`config.mk`:
```
export PLATFORM = sky130hd
export DESIGN_NAME = data_memory_stage
export DESIGN_NICKNAME = d
export VERILOG_FILES = /design/src/rtl/mips8_pkg.sv /design/src/rtl/data_memory_array.sv /design/src/rtl/data_memory_stage.sv
export SDC_FILE = /design/constraint.sdc
export NUM_CORES = 1
export LEC_CHECK = 0
export ABC_CLOCK_PERIOD_IN_PS = 2200
export CORE_MARGIN = 2
export CORE_UTILIZATION = 40
export CTS_BUF_LIST = sky130_fd_sc_hd__clkbuf_2 sky130_fd_sc_hd__clkbuf_4 sky130_fd_sc_hd__clkbuf_8
export CTS_CLUSTER_DIAMETER = 120
export CTS_CLUSTER_SIZE = 40
export DETAILED_ROUTE_END_ITERATION = 10
export PLACE_DENSITY = 0.6
export SLEW_MARGIN = 25
export SYNTH_ARGS = -nofsm -noshare
export SYNTH_HDL_FRONTEND = slang
export SYNTH_SLANG_ARGS = --single-unit
```
`constraint.sdc`:
```
create_clock -name clk -period 2.2 [get_ports clk]
set_input_delay 0.33 -clock clk [delete_from_list [all_inputs] [get_ports clk]]
set_output_delay 0.33 -clock clk [all_outputs]
set_load 0.01 [all_outputs]
```
`src/rtl/mips8_pkg.sv`:
```
// rtl/mips8_pkg.sv - shared widths and stage control bundle for the 8-bit MIPS pipeline
package mips8_pkg;

  localparam int DATA_W    = 8;
  localparam int REG_W     = 3;
  localparam int DM_DEPTH  = 32;
  localparam int DM_ADDR_W = 5;

  // Control bits that travel with an instruction between execute, memory and write-back.
  typedef struct packed {
    logic             mem_read;
    logic             mem_write;
    logic             reg_write;
    logic [REG_W-1:0] rd;
  } stage_ctrl_t;

endpackage

```
`src/rtl/data_memory_array.sv`:
```
// rtl/data_memory_array.sv - DEPTH x DATA_W data memory, synchronous write/clear, combinational read
module data_memory_array
  import mips8_pkg::*;
#(
  parameter int DATA_W = mips8_pkg::DATA_W,
  parameter int DEPTH  = DM_DEPTH,
  parameter int ADDR_W = DM_ADDR_W
) (
  input  logic              clk,
  input  logic              reset,
  input  logic              we,
  input  logic [ADDR_W-1:0] addr,
  input  logic [DATA_W-1:0] wdata,
  output logic [DATA_W-1:0] rdata
);

  logic [DATA_W-1:0] mem [DEPTH];

  always_ff @(posedge clk) begin
    if (reset) begin
      for (int i = 0; i < DEPTH; i++) begin
        mem[i] <= '0;
      end
    end else if (we) begin
      mem[addr] <= wdata;
    end
  end

  assign rdata = mem[addr];

endmodule

```
`src/rtl/data_memory_stage.sv`:
```
// rtl/data_memory_stage.sv - MIPS8 memory-access stage: range check, load/store, result register
module data_memory_stage
  import mips8_pkg::*;
#(
  parameter int DATA_W = mips8_pkg::DATA_W,
  parameter int DEPTH  = DM_DEPTH,
  parameter int ADDR_W = DM_ADDR_W,
  parameter int REG_W  = mips8_pkg::REG_W
) (
  input  logic              clk,
  input  logic              reset,
  input  logic              valid_ex,
  input  logic [DATA_W-1:0] alu_ans_ex,
  input  logic [DATA_W-1:0] store_data_ex,
  input  logic [REG_W-1:0]  rd_ex,
  input  logic              mem_read_ex,
  input  logic              mem_write_ex,
  input  logic              reg_write_ex,
  input  logic              stall,
  output logic [DATA_W-1:0] mux_ans_dm,
  output logic [REG_W-1:0]  rd_dm,
  output logic              reg_write_dm,
  output logic              valid_dm,
  output logic              addr_err_dm
);

  localparam logic [DATA_W-1:0] DEPTH_LIMIT = DATA_W'(DEPTH);

  stage_ctrl_t       ctrl_ex;
  logic              in_range;
  logic              mem_we;
  logic [DATA_W-1:0] rdata;

  assign ctrl_ex = '{mem_read: mem_read_ex, mem_write: mem_write_ex,
                     reg_write: reg_write_ex, rd: rd_ex};

  // Addresses at or above DEPTH are errors, never aliases of low entries.
  assign in_range = (alu_ans_ex < DEPTH_LIMIT);
  assign mem_we   = !stall && valid_ex && ctrl_ex.mem_write && in_range;

  data_memory_array #(
    .DATA_W(DATA_W),
    .DEPTH (DEPTH),
    .ADDR_W(ADDR_W)
  ) u_array (
    .clk  (clk),
    .reset(reset),
    .we   (mem_we),
    .addr (alu_ans_ex[ADDR_W-1:0]),
    .wdata(store_data_ex),
    .rdata(rdata)
  );

  always_ff @(posedge clk) begin
    if (reset) begin
      mux_ans_dm   <= '0;
      rd_dm        <= '0;
      reg_write_dm <= 1'b0;
      valid_dm     <= 1'b0;
      addr_err_dm  <= 1'b0;
    end else if (!stall) begin
      if (valid_ex) begin
        // A store wins when both memory strobes are set.
        if (ctrl_ex.mem_write) begin
          mux_ans_dm   <= alu_ans_ex;
          reg_write_dm <= 1'b0;
        end else if (ctrl_ex.mem_read) begin
          mux_ans_dm   <= in_range ? rdata : '0;
          reg_write_dm <= ctrl_ex.reg_write;
        end else begin
          mux_ans_dm   <= alu_ans_ex;
          reg_write_dm <= ctrl_ex.reg_write;
        end
        addr_err_dm <= (ctrl_ex.mem_read || ctrl_ex.mem_write) && !in_range;
        rd_dm       <= ctrl_ex.rd;
        valid_dm    <= 1'b1;
      end else begin
        valid_dm     <= 1'b0;
        reg_write_dm <= 1'b0;
        addr_err_dm  <= 1'b0;
      end
    end
  end

endmodule

```
==> impl_metrics.json, run 1 <==
{
  "cts-root-buf": "clkbuf_8",
  "die-area_mm2": 0.0327,
  "hold_buffers": 0,
  "start_util": 0.407,
  "hold-worst-slack_ps": 351,
  "synth_cell_types": 36,
  "combPwrFrac": 0.100,
  "drtAntennaViolNets": 0,
  "worstPathRequired_ps": 2740,
  "overflow": 0,
  "p_sw_w": 0.00204,
  "cp-end-kind": "register",
  "coreArea_mm2": 0.0307,
  "tightest_slew_ps": 608,
  "clk_pin_slew_ps": 230,
  "period_share": 0.977,
  "fp.dieH_um": 181,
  "fin_cells": 1442,
  "gr-usage-all-layers": 0.187,
  "final_cell_mix": "256 x and2_1, 256 x edfxtp_1, 131 x mux2i_1, 102 x buf_4, 64 x o22ai_1",
  "drcViolationCount": 0,
  "grt_max_degree": 42,
  "stdcell_area_mm2": 0.0144,
  "drive_gt1_frac": 0.169,
  "placed_cell_area_mm2": 0.0142,
  "numCtsBuffers": 10,
  "grt_pass1_wl_mm": 46.5,
  "min_path_type": "primary input to register",
  "vias": 7491,
  "fin_skew_ps": 33.0,
  "viasPerCell": 5.19,
  "hold_violations": 0,
  "relSlewSlack": 0.594,
  "final_util": 0.468,
  "num_rows": 64,
  "clock-sinks": 270,
  "synth_seq_cells": 270,
  "cp_data_arrival_time_ps": 2690,
  "cap_violations": 0,
  "clock_power_share": 0.226,
  "clk_latency_ps": 580,
  "place.gp.congestion": 0.902,
  "ctsLongestPathBuffers": 3,
  "boundaryPins": 40,
  "cts_tree": "built",
  "grt_pass1_vias": 7696,
  "min_path_cells": 3,
  "fin_crit_ps": 2150,
  "setup_viol": 0,
  "syn-instance-count": 939,
  "r2r_cells": 5,
  "min_to": "rd_dm[1]$_SDFFE_PP0N_",
  "synth_warnings": 0,
  "seq_power_share": 0.673,
  "drt_iter0_markers": 540,
  "status": "finished clean",
  "r2r-end": "mux_ans_dm[3]$_SDFFE_PP0N_",
  "leakage_nw": 5.46,
  "cts_max_level": 1,
  "rsz0062_at_grt": "no",
  "post_cts_resized": 0,
  "intPower_w": 0.00676,
  "antenna_found_initial": 0,
  "vdd_drop_max_mv": 0.419,
  "p_per_area_mw_per_mm2": 612,
  "routed_wl_mm": 30.2,
  "fin_tns_setup_ps": 0,
  "dpl.cell_count": 1425,
  "r2r_start": "u_array.mem[19][3]$_SDFFCE_PN0P_",
  "crit_type": "primary input to register",
  "synthesis.area_mm2": 0.0125,
  "cp-start-kind": "primary input",
  "io_buffers": 39,
  "die_w_um": 181,
  "avgSynthCellArea_um2": 13.3,
  "nets": 1067,
  "p_sw_frac": 0.232,
  "dpl.hpwl_mm": 21.1,
  "fmax_mhz": 465,
  "syn_to_final_growth_pct": 14.9,
  "worstPathMaxFanout": 19,
  "hp-start": "rd_ex[1]",
  "routedWlPerCell_um": 21.0,
  "drt_pre_antenna_iters": 7,
  "rrSetupSlack_ps": 420,
  "ys_seq_area_frac": 0.636,
  "maxSlewViolCount": 0,
  "synth_fp_nets": 965,
  "post_cts_buffers": 0
}
[synthesized netlist by cell type, drive strengths merged]
master | number | area (um^2)
a21oi | 3 | 15.0
a22oi | 8 | 60.1
and2 | 256 | 1600
buf | 23 | 114
clkbuf | 43 | 163
dfxtp | 14 | 280
edfxtp | 256 | 7690
mux2i | 131 | 1310
nand2 | 4 | 15.0
nand2b | 1 | 6.26
nand3 | 1 | 5.00
nand3b | 2 | 15.0
nand4 | 2 | 18.8
nand4b | 6 | 65.1
nand4bb | 7 | 78.8
nor2 | 42 | 158
nor2b | 2 | 12.5
nor3 | 7 | 55.1
nor3b | 2 | 26.3
o21ai | 9 | 45.0
o22ai | 64 | 400
or2 | 32 | 200
or3 | 1 | 6.26
or3b | 2 | 17.5
or4 | 17 | 128
or4b | 4 | 40.0
[worst max-delay path, stage by stage]
cell             delay [ps]
clkdlybuf4s50_1         510
buf_12                  160
buf_4                   130
or4b_2                  740
o22ai_1                 440
or4_1                   200
nor2_1                   60
o21ai_1                 100
[metal layers]
metal	share of wire	GRT usage	wire [um]
met3	0.052	0.0270	1570
met4	0.021	0.0455	646
met5	0	0	0
met1	0.45	0.255	13600
met2	0.48	0.316	14400
[through the flow]
stage,worst slack [ps],total power [W]
detailed placement,-487,0.00694
finish,50.7,0.00880
global route,23.4,0.00908
CTS,124,0.00883
floorplan,103,0.00649
global placement,-483,0.00693
[logic make-up after synthesis]
family / share of synthesized area
compound gates: 0.0416
buf+inv: 0.0221
flops: 0.636
mux: 0.105
simple gates: 0.196
[sequential cells by signal, indices dropped and copies added, names as in the netlist]
name / count
u_array.mem: 256
mux_ans_dm: 8
rd_dm: 3
addr_err_dm: 1
reg_write_dm: 1
valid_dm: 1
[layout make-up]
type                    instances  area (um^2)
repair buffers                156         1460
clock buffers                  15          181
clock inverters                 1         11.3
flip-flops and latches        270         7970
fillers                      2729        16400
well taps                     396          495
diodes                          1         2.50
multi-input cells             603         4280
[power by group through the flow]
stage	Clock (W)	Combinational, W	Sequential [W]
CTS	0.00201	0.000893	0.00593
finish	0.00199	0.000884	0.00593
floorplan	0	0.000471	0.00602
global route	0.00218	0.000950	0.00596
global placement	0	0.000886	0.00604
detailed placement	0	0.000890	0.00605
[how the worst max path moves through the flow]
| stage | startpoint | to | slack [ps] | depth (start not counted) |
|---|---|---|---|---|
| floorplan | alu_ans_ex[1] | u_array.mem[26][0]$_SDFFCE_PN0P_ | 100 | 6 |
| global placement | alu_ans_ex[3] | mux_ans_dm[0]$_SDFFE_PP0N_ | -480 | 8 |
| detailed placement | alu_ans_ex[3] | mux_ans_dm[0]$_SDFFE_PP0N_ | -490 | 8 |
| CTS | alu_ans_ex[3] | mux_ans_dm[0]$_SDFFE_PP0N_ | 120 | 8 |
| global route | alu_ans_ex[3] | mux_ans_dm[0]$_SDFFE_PP0N_ | 20 | 8 |
| finish | alu_ans_ex[3] | mux_ans_dm[0]$_SDFFE_PP0N_ | 50 | 8 |
(Power assumes the default switching activity.)
==> run 2, diff against run 1 <==
- GPL_ROUTABILITY_DRIVEN: default -> 0
==> results of run 2 <==
Same layout as run 1: the final DEF is identical, and so are final timing and power.
==> patch: new RTL, flow settings as in run 1 <==
`REG_W`: 3 -> 6.
--- a/src/rtl/mips8_pkg.sv
+++ b/src/rtl/mips8_pkg.sv
@@ -2,7 +2,7 @@
 package mips8_pkg;
 
   localparam int DATA_W    = 8;
-  localparam int REG_W     = 3;
+  localparam int REG_W     = 6;
   localparam int DM_DEPTH  = 32;
   localparam int DM_ADDR_W = 5;
 
Interface: changed (resized rd_dm and rd_ex); port bits go from 40 to 46. The function was not compared with the original's and may differ.
==> patch against run 1 <==
  * Area after synthesis rose by 0.49%
  * Core utilization rose by 0.80 points
  * Sequential share of layout area fell by 0.52 points
  * Final area rose by 1.7%
  * Setup slack improved by 0.026 ns
  * Sequential cell count rose by 3
  * Wire length rose by 4.6%
  * Total power rose by 2.7%
  * Count of clock-buffer cells in the layout fell by 2
  * Largest cell class unchanged
  * Highest routed layer unchanged
==> patch: results (changes against run 1) <==
| Metric | Value |
|---|---|
| Status | `complete, no violations` |
| Number of DRC markers after the initial detailed-route iteration | `554 (+2.6%)` |
| Area occupied by multi-input gates | `0.004328 mm^2 (+1.1%)` |
| Standard cell area after detailed placement | `0.01438 mm^2 (+1.3%)` |
| Number of stages on the worst hold path | `4 (+1)` |
| IO Port Bufs | `45 (+15%)` |
| Number of synthesized flops with an enable pin | `256 (unchanged)` |
| CTS Sinks | `273 (+1.1%)` |
| Final cell count without fillers | `1,475 (+2.3%)` |
| Global-route met3 utilization | `0.01785 (-0.009161)` |
| Ant. Diodes | `0 (-1)` |
| Critical path destination | `mux_ans_dm[6]` |
| Number of iterations in the first detailed-routing pass | `5 (-2)` |
| End point of the worst hold path | `mux_ans_dm[6]` |
| Start point of the critical path | `alu_ans_ex[2]` |
| Register area share after synthesis | `0.6378 (+0.001673)` |
| Syn Inst Count | `954 (+1.6%)` |
| Relative area of non-clock buffer cells in the final design | `0.1066 (+0.005312)` |
| Compound-gate portion of the synthesized area | `0.04424 (+0.002681)` |
| P_leak | `0.005546 uW (+1.6%)` |
| Highest ir drop seen on vdd | `420.6 uV (+0.49%)` |
| First-pass GRT wire length | `47.44 mm (+2.1%)` |
| # fillers | `2,746 (+0.62%)` |
| Average vias per placed instance | `5.275 (+1.5%)` |
| Routed length on met1 | `14.42 mm (+5.9%)` |
| Antenna violations before repair | `1 (+1)` |
| Terminus of the critical flop-to-flop path | `mux_ans_dm[7]` |
| Clock-cell share of area | `0.01547 (+0.002083)` |
| Met1 routing resource usage after global routing | `0.2726 (+0.01801)` |
| Routability cong. | `0.8600 (-4.7%)` |
| Final core utilization | `0.4762 (+0.007976)` |
| Inverter count | `1 (+1)` |
| Worst clock skew | `0.04663 ns (+0.01366 ns)` |
| Number of nets in the layout | `1,104 (+3.5%)` |
| Fraction of synthesized area in multiplexers | `0.1018 (-0.002896)` |
| Worst setup slack for register-to-register paths | `0.39 ns (-0.03 ns)` |
| Critical-path maximum fanout | `16 (-3)` |
| Largest registers | `u_array.mem: 256 flops, mux_ans_dm: 8 flops, rd_dm: 6 flops` |
| Clock buffers created by TritonCTS | `11 (+1)` |
| Commonest cells in the netlist | `sky130_fd_sc_hd__and2_1 (256), sky130_fd_sc_hd__edfxtp_1 (256), sky130_fd_sc_hd__mux2i_1 (128)` |
| Share of cells above drive strength 1 | `0.1826 (+0.01320)` |
| Min Hold Slack | `0.1211 ns (-0.2295 ns)` |
| Pre-CTS setup slack | `-0.6113 ns (-0.1247 ns)` |
| Non-clock buffer count in the final layout | `174 (+12%)` |
| Post-layout minimum cycle time | `2.124 ns (-0.02559 ns)` |
| Clock transition at the register clock pins on the worst setup and hold paths after CTS | `0.21 ns (-0.02 ns)` |
| Pin count of the biggest net entering global routing | `43 (+2.4%)` |
| Count of clock buffers in the final design | `13 (-2)` |
| Synth Net Count | `983 (+1.9%)` |
| Hold Startpoint | `alu_ans_ex[6]` |
| Multi-Input Combinational | `614 (+1.8%)` |
| Routed WL per cell | `21.42 um (+2.2%)` |
## patch: cell types whose count changed after synthesis, sizes merged, moves of 2 or more
| cell | change |
|---|---|
| nand2 | +13 |
| buf | -6 |
| a21oi | +5 |
| clkbuf | +6 |
| nor2 | -3 |
| nor3b | -2 |
| mux2i | -3 |
| nand4bb | -2 |
| dfxtp | +3 |
## patch: power by group
part | total (uW) | internal, uW | switching [uW]
clock | 2140 | 562 | 1570
sequential | 5990 | 5910 | 80.9
combinational | 917 | 379 | 538
## patch: worst max-delay path, cell delays in order
cell,delay [ns]
sky130_fd_sc_hd__clkdlybuf4s50_1,0.44
sky130_fd_sc_hd__buf_12,0.17
sky130_fd_sc_hd__or4b_2,0.83
sky130_fd_sc_hd__o22ai_1,0.34
sky130_fd_sc_hd__or4_1,0.28
sky130_fd_sc_hd__nor2_1,0.10
sky130_fd_sc_hd__o21ai_0,0.14
## patch: cells by family after synthesis
family	Yosys count
AOI/OAI and AO/OA	90
DFF	273
and+or+nand+nor	396
muxes	128
buffers and inverters	67
